File: config.mk
export PLATFORM = sky130hd
export DESIGN_NAME = horizontal_timing
export DESIGN_NICKNAME = d
export VERILOG_FILES = /design/src/rtl/horizontal_timing_pkg.sv /design/src/rtl/horizontal_timing.sv
export SDC_FILE = /design/constraint.sdc
export NUM_CORES = 1
export LEC_CHECK = 0
export ABC_AREA = 0
export ABC_CLOCK_PERIOD_IN_PS = 2100
export CORE_ASPECT_RATIO = 1.4
export CORE_UTILIZATION = 30
export DETAILED_ROUTE_END_ITERATION = 12
export SETUP_SLACK_MARGIN = 0.5
export SYNTH_ARGS = -nofsm -noshare
export SYNTH_HDL_FRONTEND = slang
export SYNTH_SLANG_ARGS = --single-unit
export TNS_END_PERCENT = 50
File: constraint.sdc
create_clock -name clk -period 2.1 [get_ports clk]
set_clock_uncertainty 0.15 [all_clocks]
set_input_delay 0.525 -clock clk [delete_from_list [all_inputs] [get_ports clk]]
set_output_delay 0.525 -clock clk [all_outputs]
set_load 0.05 [all_outputs]
File: src/rtl/horizontal_timing_pkg.sv
// Shared VGA horizontal line geometry and phase encoding, imported by both the
// horizontal and vertical timing stages so they agree on line length.
package horizontal_timing_pkg;

    localparam int unsigned H_ACTIVE_PX = 640;
    localparam int unsigned H_FP_PX     = 16;
    localparam int unsigned H_SYNC_PX   = 96;
    localparam int unsigned H_BP_PX     = 48;
    localparam int unsigned H_TOTAL_PX  = H_ACTIVE_PX + H_FP_PX + H_SYNC_PX + H_BP_PX;

    localparam int unsigned H_CNT_W = 10;

    typedef enum logic [1:0] {
        PH_ACTIVE = 2'd0,
        PH_FRONT  = 2'd1,
        PH_SYNC   = 2'd2,
        PH_BACK   = 2'd3
    } phase_t;

endpackage

File: src/rtl/horizontal_timing.sv
// Horizontal pixel counter and phase machine for VGA timing; every output is
// registered and describes the pixel currently held in h_count.
module horizontal_timing
    import horizontal_timing_pkg::*;
#(
    parameter int unsigned H_ACTIVE = H_ACTIVE_PX,
    parameter int unsigned H_FP     = H_FP_PX,
    parameter int unsigned H_SYNC   = H_SYNC_PX,
    parameter int unsigned H_BP     = H_BP_PX
) (
    input  logic               clk,
    input  logic               reset,
    input  logic               en,
    output logic [H_CNT_W-1:0] h_count,
    output logic               enable_v_counter,
    output logic               hsync,
    output logic               h_active,
    output logic               line_start
);

    localparam int unsigned H_TOTAL = H_ACTIVE + H_FP + H_SYNC + H_BP;

    localparam logic [H_CNT_W-1:0] LAST_ACTIVE = H_CNT_W'(H_ACTIVE - 1);
    localparam logic [H_CNT_W-1:0] LAST_FRONT  = H_CNT_W'(H_ACTIVE + H_FP - 1);
    localparam logic [H_CNT_W-1:0] LAST_SYNC   = H_CNT_W'(H_ACTIVE + H_FP + H_SYNC - 1);
    localparam logic [H_CNT_W-1:0] LAST_PX     = H_CNT_W'(H_TOTAL - 1);

    logic [H_CNT_W-1:0] count_q, count_d;
    phase_t             phase_q, phase_d;
    logic               hsync_q, hsync_d;
    logic               h_active_q, h_active_d;
    logic               line_start_q, line_start_d;
    logic               pulse_q, pulse_d;

    always_comb begin
        count_d      = count_q;
        phase_d      = phase_q;
        hsync_d      = hsync_q;
        h_active_d   = h_active_q;
        line_start_d = line_start_q;
        pulse_d      = 1'b0;

        if (en) begin
            if (count_q > LAST_PX) begin
                count_d = '0;
                phase_d = PH_ACTIVE;
            end else begin
                count_d = (count_q == LAST_PX) ? '0 : count_q + H_CNT_W'(1);
                case (phase_q)
                    PH_ACTIVE: if (count_q == LAST_ACTIVE) phase_d = PH_FRONT;
                    PH_FRONT:  if (count_q == LAST_FRONT)  phase_d = PH_SYNC;
                    PH_SYNC:   if (count_q == LAST_SYNC)   phase_d = PH_BACK;
                    PH_BACK:   if (count_q == LAST_PX)     phase_d = PH_ACTIVE;
                    default: begin
                        count_d = '0;
                        phase_d = PH_ACTIVE;
                    end
                endcase
                // The line wrap always restarts ACTIVE, so a phase that drifted
                // out of step with the count is realigned once per line.
                if (count_q == LAST_PX) phase_d = PH_ACTIVE;
            end

            pulse_d      = (count_d == LAST_PX);
            hsync_d      = (phase_d != PH_SYNC);
            h_active_d   = (phase_d == PH_ACTIVE);
            line_start_d = (count_d == '0);
        end
    end

    always_ff @(posedge clk) begin
        if (reset) begin
            count_q      <= '0;
            phase_q      <= PH_ACTIVE;
            hsync_q      <= 1'b1;
            h_active_q   <= 1'b1;
            line_start_q <= 1'b1;
            pulse_q      <= 1'b0;
        end else begin
            count_q      <= count_d;
            phase_q      <= phase_d;
            hsync_q      <= hsync_d;
            h_active_q   <= h_active_d;
            line_start_q <= line_start_d;
            pulse_q      <= pulse_d;
        end
    end

    assign h_count          = count_q;
    assign enable_v_counter = pulse_q;
    assign hsync            = hsync_q;
    assign h_active         = h_active_q;
    assign line_start       = line_start_q;

endmodule

==> flow_metrics.env <==
export IMPL_postRouteAntennaNets=0
export IMPL_syn_cell_area_sq_um=1000
export IMPL_yosysTopAreaCell="dfxtp_1"
export IMPL_rrSetupSlack_ps=140
export IMPL_coreArea_sq_um=3150
export IMPL_drv_slew=0
export IMPL_dp_cells=180
export IMPL_utilization=0.496
export IMPL_drc_errors=0
export IMPL_yosys_warnings=0
export IMPL_synth_area_leaders="dfxtp_1, nor2_1, nor3_1"
export IMPL_avgRoutedWirePerCell_um=15.3
export IMPL_grtUsageTotal=0.177
export IMPL_hold_buffers=0
export IMPL_die_h_um=70.5
export IMPL_drt_pass1_iterations=4
export IMPL_yosysMostFrequentCell="dfxtp_1"
export IMPL_antenna_found_initial=0
export IMPL_crit_slowest_cell="or4_4"
export IMPL_path_max_fanout=4
export IMPL_grt_pass1_wl_mm=4.93
export IMPL_syn_nets=130
export IMPL_slew_headroom=0.689
export IMPL_power_density_nw_per_um2=426
export IMPL_final_nets=172
export IMPL_cts_sinks=16
export IMPL_synth_common_cells="dfxtp_1, nor2_1, nand2_1, nor3_1, a21oi_1"
export IMPL_yosysUniqueCellTypes=44
export IMPL_die_w_um=50.9
export IMPL_hold_violations=0
export IMPL_ys_flop_type="dfxtp_1"
export IMPL_gp_congestion=0.862
export IMPL_stdcell_count=205
export IMPL_ys_ff_latch=16
export IMPL_yosys_area_top_type_share=0.319
export IMPL_dp_hpwl_mm=2.05
export IMPL_fin_crit_sh=0.934
export IMPL_tritoncts="done"
export IMPL_tightest_slew_ps=463
export IMPL_post_synth_cell_area_avg_sq_um=7.97
export IMPL_fin_tns_setup_ps=0
export IMPL_hold_path_class="flip-flop to flip-flop"
export IMPL_synth_async_reset_ratio=0
export IMPL_rows=24
export IMPL_end_kind="flip-flop"
export IMPL_drt_wl_total_mm=3.14
export IMPL_syn_instance_count=126
export IMPL_diodes=0
export IMPL_seq_area_frac_synth=0.319
export IMPL_drt_initial_drc_count=40
export IMPL_dieArea_sq_um=3590
export IMPL_worst_skew_pair_late_latency_ps=250
export IMPL_numCtsBuffers=3
export IMPL_fillers=314
export IMPL_clock_path_buffers=2
export IMPL_grt_overflow=0
export IMPL_p_leak_nw=0.601
export IMPL_port_buffers=16
export IMPL_arrival_ps=2010
export IMPL_critPathLaunchType="flip-flop"
export IMPL_grt_max_degree=12
export IMPL_grt_pass1_vias=1109
export IMPL_required_ps=2140
export IMPL_period_minus_slack_ps=1960
export IMPL_crit_type="flip-flop to flip-flop"
export IMPL_rsz0062_at_grt="yes"
export IMPL_crit_chain="ha_4, or2b_1, or4_4, a2111oi_4, a221o_1"
export IMPL_htreeDepth=1
export IMPL_drive_gt1_frac=0.476
export IMPL_clk_pin_slew_ps=60
export IMPL_cpPeakStageDelay_ps=430
export IMPL_status="finished clean"
export IMPL_pin_count=17
export IMPL_vias=1146
export IMPL_vias_per_cell=5.59
export IMPL_clockRootBuffer="clkbuf_8"
export IMPL_setup_viol_count_final=0
export IMPL_start_util=0.319
export IMPL_timing_fmax_mhz=510
export IMPL_cap_violations=0
export IMPL_synthToLayoutAreaGrowth_pct=55.8
export IMPL_ir_drop_mv=0.344
export IMPL_synth_edff_count=0
[state kept, by name, indices dropped and copies added, names as in the netlist]
name              flops
h_active              1
phase_q               2
enable_v_counter      1
hsync                 1
line_start            1
h_count              10
[stage by stage]
stage / setup WS, ps / hold slack, ps / power, mW / instance area, sq um
final: 139 / 324 / 0.667 / 1570
after floorplan: 31.5 / 334 / 0.396 / 1100
after global placement: 120 / 320 / 0.429 / 1270
after global routing: 93.6 / 359 / 0.690 / 1570
after detailed placement: 86.1 / 311 / 0.429 / 1270
after CTS: 156 / 329 / 0.667 / 1480
[final cells by class]
class / instances / area (sq um) / share of cell area
clock buffers: 3 / 41.3 / 0.0264
repair buffers: 46 / 370 / 0.237
well taps: 39 / 48.8 / 0.0312
multi-input cells: 97 / 744 / 0.476
inverters: 4 / 16.3 / 0.0104
flip-flops and latches: 16 / 344 / 0.220
[path summary, 6_finish.rpt]
check / start / end / cells past startpoint
worst min-delay path: h_active / h_active / 2
worst max-delay path: h_count[0] / line_start / 5
worst min register to register: h_active / h_active / 2
worst max register to register: h_count[0] / line_start / 5
[routing by layer]
metal  routed length, um  global-route usage  vias to the layer above
met5                   0                   0                        -
met4                  59              0.0802                        0
met3                 104              0.0196                        6
met2                1720               0.317                       26
met1                1260               0.201                      562
li1                    -                   -                      552
[timing repair]
action / 4_1_cts / 5_1_grt
endpoints found under the setup margin: 20 / 23
pin swaps: 12 / 4
gates resized for setup: 9 / 12
buffers inserted: 17 / 5
[cell usage in the layout, fill, tap and decap left out, drive strengths merged, types with 2 or more instances in the layout]
| master | instances |
|---|---|
| a22oi | 2 |
| nand2 | 10 |
| nand4b | 2 |
| xnor2 | 2 |
| o22ai | 2 |
| a31oi | 4 |
| a21oi | 8 |
| nand2b | 2 |
| mux2i | 3 |
| o21ai | 4 |
| nand4 | 3 |
| clkdlybuf4s50 | 2 |
| dfxtp | 16 |
| nor4 | 2 |
| nor3 | 10 |
| nand3 | 4 |
| nor2 | 15 |
| o21a | 3 |
| inv | 3 |
| xor2 | 2 |
| clkbuf | 3 |
| buf | 44 |
[cell families after synthesis]
| logic type | count (synthesis) | synth area share |
|---|---|---|
| AO/OA/AOI/OAI | 33 | 0.233 |
| adder cells (fa/ha/maj) | 1 | 0.0125 |
| buffers and inverters | 13 | 0.0672 |
| flip-flops | 16 | 0.319 |
| multiplexers | 3 | 0.0299 |
| AND/OR/NAND/NOR | 56 | 0.304 |
| XOR/XNOR | 4 | 0.0349 |
[critical path: cells and delay by family, from the launching register on]
kind,cells,cell delay [ps]
AO/OA/AOI/OAI,2,480
adder cells (fa/ha/maj),1,250
flip-flops,1,370
AND/OR/NAND/NOR,2,650
[power by group]
group	switching (mW)	total, mW	internal, mW
combinational	0.0686	0.120	0.0516
sequential	0.00972	0.316	0.306
clock	0.103	0.230	0.127
Note: power is estimated with default switching activity, not from simulation.
==> variant 1, RTL diff (config.mk and constraints unchanged) <==
Reset style: asynchronous (`reset`), changed in one clocked block.
--- a/src/rtl/horizontal_timing.sv
+++ b/src/rtl/horizontal_timing.sv
@@ -68,7 +68,7 @@
         end
     end
 
-    always_ff @(posedge clk) begin
+    always_ff @(posedge clk or posedge reset) begin
         if (reset) begin
             count_q      <= '0;
             phase_q      <= PH_ACTIVE;
Check against the original RTL: differs if reset is asserted again (counterexample within 4 cycles, from zero or initial values and one cycle with reset high); with reset held inactive, the same outputs for 10 cycles.
==> variant 1 against the unedited design <==
Global-route usage down 1.3 points. Highest routed layer unchanged. Final area up 12%. Via count down 5.6%. Sequential cell count unchanged. Setup slack better by 0.065 ns. Routed wire length down 1.0%. Area after synthesis up 7.0%. Largest cell class unchanged.
Power is left out: it rests on default switching activity, and per cell area and clock period it moved more than threefold.
==> variant 1: results (changes against the unedited design) <==
First DRT Iteration DRCs=30 (-25%); grt total ovfl=0 (unchanged); Register-to-Register Setup Slack=0.20 ns (+0.07 ns); Post-synth top cells=13 x dfrtp_1, 11 x nand2_1, 8 x nor2_1, 6 x a21oi_1, 6 x o21ai_0; CP endpoint=enable_v_counter; initial antenna violation count=0 (unchanged); maximum clock path buffer count=2 (unchanged); Reg2Reg Depth=7 (+2); distinct cell type count after synthesis=41 (-6.8%); status=finished, final reports clean; first-pass GRT wire length=4690 um (-4.9%); ratio of cells with drive above 1 in the final layout=0.599 (+0.123); met1 usage=0.196 (-0.00473); met2 Usage GRT=0.291 (-0.0261); largest net degree at the start of global routing=17 (+5); clk_lat worst skew=0.25 ns (about the same); worst-margin pin slew=0.334 ns (-0.129 ns); FILL cells=298 (-5.1%); H-tree depth=1 (unchanged); ant diodes=0 (unchanged); GR Util met3=0.0188 (-0.000858); total track usage=0.164 (-0.0127); DR pass1 iterations=4 (unchanged); CP Max Fanout=7 (+3); vias in the first global route=996 (-10%); Clk pin slew, worst setup/hold paths=0.06 ns (about the same); NumNets Final=162 (-5.8%); Setup TNS=0 ns (unchanged); Detail Placement HPWL=1900 um (-7.1%); total CTS buffers=3 (unchanged); worst hold path type=reg -> reg; clock root cell=clkbuf_8; drt wl/cell=15.8 um (+3.0%); Crit Path Category=reg -> reg; Largest register FFs=10 (unchanged); Port Buf Inserts=16 (unchanged); GPL Wtd Cong=0.906 (+5.1%); asr flop ratio synth=1.00 (+1.00); yosys warns=0 (unchanged); top cells by area, synth=dfrtp_1 30%, dfstp_2 7.3%, buf_6 4.2%, nand2_1 3.8%, xor2_1 3.3%; RR Startpoint=h_count[1]; DR vias=1082 (-5.6%); crit path DAT=1.93 ns (-0.08 ns); sequential element share of the synthesized area=0.376 (+0.0572); Post-Syn Nets=116 (-11%)
variant 1: area by class of cell:
type | count | area [um2] | share of cell area
timing repair buffer | 49 | 507 | 0.289
inverter | 5 | 18.8 | 0.0107
tap | 40 | 50.0 | 0.0286
multi-input combinational | 83 | 704 | 0.402
clock buffer | 4 | 55.1 | 0.0314
sequential | 16 | 418 | 0.238
variant 1: metrics by stage:
stage	setup WS (ns)	util	instance area [um2]	std cells
global placement	0.141	0.394	1340	167
CTS	0.226	0.466	1590	184
detailed placement	0.125	0.394	1340	167
global route	0.110	0.514	1750	197
finish	0.204	0.514	1750	197
floorplan	0.0545	-	1130	112
variant 1: worst max-delay path, stage by stage (launching register included):
cell and delay, ns:
dfrtp_2 0.41, ha_4 0.20, and4_4 0.27, nand2_4 0.07, xnor2_2 0.13, a221o_1 0.34
buf_4 0.14, nor3_2 0.09
variant 1: logic make-up after synthesis:
group,count (synthesis),share of synthesized area
buffers and inverters,13,0.0780
XOR/XNOR,6,0.0489
AO/OA/AOI/OAI,30,0.217
multiplexers,2,0.0210
adder cells (fa/ha/maj),1,0.0116
flip-flops,16,0.376
AND/OR/NAND/NOR,44,0.248
variant 1: what timing repair did:
action	CTS	global route
setup endpoints to repair	24	28
buffers inserted	13	12
resized for setup	17	14
pin swaps	11	12
gates cloned	0	1
variant 1: how the worst min path moves through the flow:
stage                            end       start  slack (ns)  depth (start not counted)
floorplan           enable_v_counter       reset        0.29                          1
global placement               hsync       hsync        0.35                          2
detailed placement             hsync       hsync        0.35                          2
CTS                       line_start  line_start        0.37                          2
global route              line_start  line_start        0.41                          2
finish                    line_start  line_start        0.36                          2
variant 1: per-layer routing:
metal	part of all wire	vias to the layer above	wire length, um
li1	-	505	-
met3	0.051	7	159
met5	0	-	0
met4	0.020	0	62
met1	0.39	525	1220
met2	0.54	45	1670
==> variant 2, RTL diff (same settings) <==
Without the edit above. Set the package constant `H_CNT_W` to 20 (it was 10).
--- a/src/rtl/horizontal_timing_pkg.sv
+++ b/src/rtl/horizontal_timing_pkg.sv
@@ -8,7 +8,7 @@
     localparam int unsigned H_BP_PX     = 48;
     localparam int unsigned H_TOTAL_PX  = H_ACTIVE_PX + H_FP_PX + H_SYNC_PX + H_BP_PX;
 
-    localparam int unsigned H_CNT_W = 10;
+    localparam int unsigned H_CNT_W = 20;
 
     typedef enum logic [1:0] {
         PH_ACTIVE = 2'd0,
Ports: changed (resized h_count); port bits go from 17 to 27. The function was not compared with the original's and may differ.
==> variant 2 against the unedited design <==
Final area grew 31%. Setup slack better by 0.13 ns. Utilization down 4.8 points. Count of clock-buffer cells in the layout up 1. Largest cell class unchanged. Sequential share of layout area increased by 4.6 points. Via count increased by 23%. Total power increased by 47%. Area after synthesis increased by 43%. Die area grew 41%. Routed wire length up 26%. Sequential cell count grew 10.
==> variant 2: results (changes against the unedited design) <==
maximum clock path buffer count=2 (unchanged); CP Max Fanout=7 (+3); Post-synth top flop=dfxtp_1; ant diodes=0 (unchanged); grt total ovfl=0 (unchanged); worst hold path type=reg -> reg; drt wl/cell=15.3 um (-0.38%); NumNets Final=202 (+17%); Largest register FFs=20 (+10); Clk pin slew, worst setup/hold paths=0.10 ns (+0.04 ns); ratio of cells with drive above 1 in the final layout=0.492 (+0.0165); total CTS buffers=3 (unchanged); largest net degree at the start of global routing=19 (+7); IR Drop Worst-Case VDD=0.000290 V (-16%); DR pass1 iterations=4 (unchanged); Top delay family on crit path=simple AND/OR/NAND/NOR gates; clk_lat worst skew=0.27 ns (+0.02 ns); CP max stage delay=0.34 ns (-0.09 ns); First DRT Iteration DRCs=32 (-20%); total track usage=0.166 (-0.0104); vias in the first global route=1381 (+25%); asr flop ratio synth=0 (unchanged); status=finished, final reports clean; CP max stage cell=dfxtp_2; Post-Syn Nets=161 (+24%); Port Buf Inserts=26 (+10); crit path DAT=1.89 ns (-0.12 ns); initial antenna violation count=0 (unchanged); Via density=5.42 (-3.0%); Leakage=0.000835 uW (+39%); yosys warns=0 (unchanged); sequential element share of the synthesized area=0.362 (+0.0432); clock root cell=clkbuf_8; Post-synth top cells=26 x dfxtp_1, 14 x nor2_1, 11 x and2_1, 7 x nand2_1; first-pass GRT wire length=6620 um (+34%); top cells by area, synth=dfxtp_1 36%, and2_1 4.8%, nor2_1 3.7%, o31ai_1 3.1%, nor4_4 3.0%; worst-margin pin slew=0.340 ns (-0.123 ns); H-tree depth=1 (unchanged); distinct cell type count after synthesis=52 (+18%); Detail Placement HPWL=2600 um (+27%); GPL Wtd Cong=0.796 (-7.7%)
## variant 2: cell count changes after synthesis, moves of 3 or more
cell / before / now
and2_1: 1 / 11
o31ai_1: 0 / 6
o21ai_0: 4 / 0
nor3_1: 10 / 5
nand2_1: 10 / 7
o21a_1: 3 / 0
buf_2: 0 / 6
dfxtp_1: 16 / 26
nand3b_1: 1 / 5
nor2b_1: 0 / 3
nand4_1: 2 / 5
## variant 2: final timing paths
path,startpoint,to,slack (ns),cells after the start
worst min-delay path,h_count[13],h_count[13],0.36,1
worst min register to register,h_count[13],h_count[13],0.36,1
worst max register to register,h_count[17],h_count[5],0.27,6
worst max-delay path,h_count[17],h_count[5],0.27,6
## variant 2: through the flow
| step | setup WS [ns] | cell area (um2) | cells | hold WS [ns] |
|---|---|---|---|---|
| 3_3_place_gp | 0.102 | 1760 | 239 | 0.337 |
| 6_report | 0.273 | 2050 | 259 | 0.362 |
| 4_1_cts | 0.335 | 1970 | 255 | 0.359 |
| 2_1_floorplan | 0.292 | 1490 | 157 | 0.364 |
| 3_5_place_dp | 0.0543 | 1760 | 239 | 0.347 |
| 5_1_grt | 0.183 | 2050 | 259 | 0.387 |
## variant 2: cell type report
| class | count | area [um2] |
|---|---|---|
| flip-flops and latches | 26 | 544 |
| inverters | 2 | 7.51 |
| fillers | 479 | 2520 |
| clock buffers | 4 | 66.3 |
| multi-input cells | 117 | 956 |
| repair buffers | 48 | 398 |
| well taps | 62 | 77.6 |
## variant 2: timing repair
action	4_1_cts	5_1_grt
endpoints found under the setup margin	32	30
pin swaps	22	7
resized for setup	14	11
hold buffers	0	0
buffers inserted	12	4
## variant 2: power breakdown
group	leakage (uW)	switching [uW]	internal [uW]	total (uW)
clock	0.0000339	167	207	374
sequential	0.000218	7.03	497	504
combinational	0.000583	56.6	43.5	100
## variant 2: kinds of logic (layout without fill, tap and decap cells)
kind of cell / count (synthesis) / after routing / synth area share
buf+inv: 14 / 54 / 0.0444
mux: 1 / 1 / 0.00696
simple gates: 79 / 79 / 0.378
compound gates: 32 / 32 / 0.171
flops: 26 / 26 / 0.362
fa+ha+maj: 1 / 1 / 0.00870
xor+xnor: 4 / 4 / 0.0296
## variant 2: per-layer routing
metal / vias to the layer above / GRT usage / wire (um) / part of all wire
met5: - / 0 / 0 / 0
met4: 0 / 0.0682 / 96 / 0.024
met1: 663 / 0.218 / 1630 / 0.41
li1: 666 / - / - / -
met3: 11 / 0.0326 / 241 / 0.061
met2: 65 / 0.261 / 1990 / 0.50
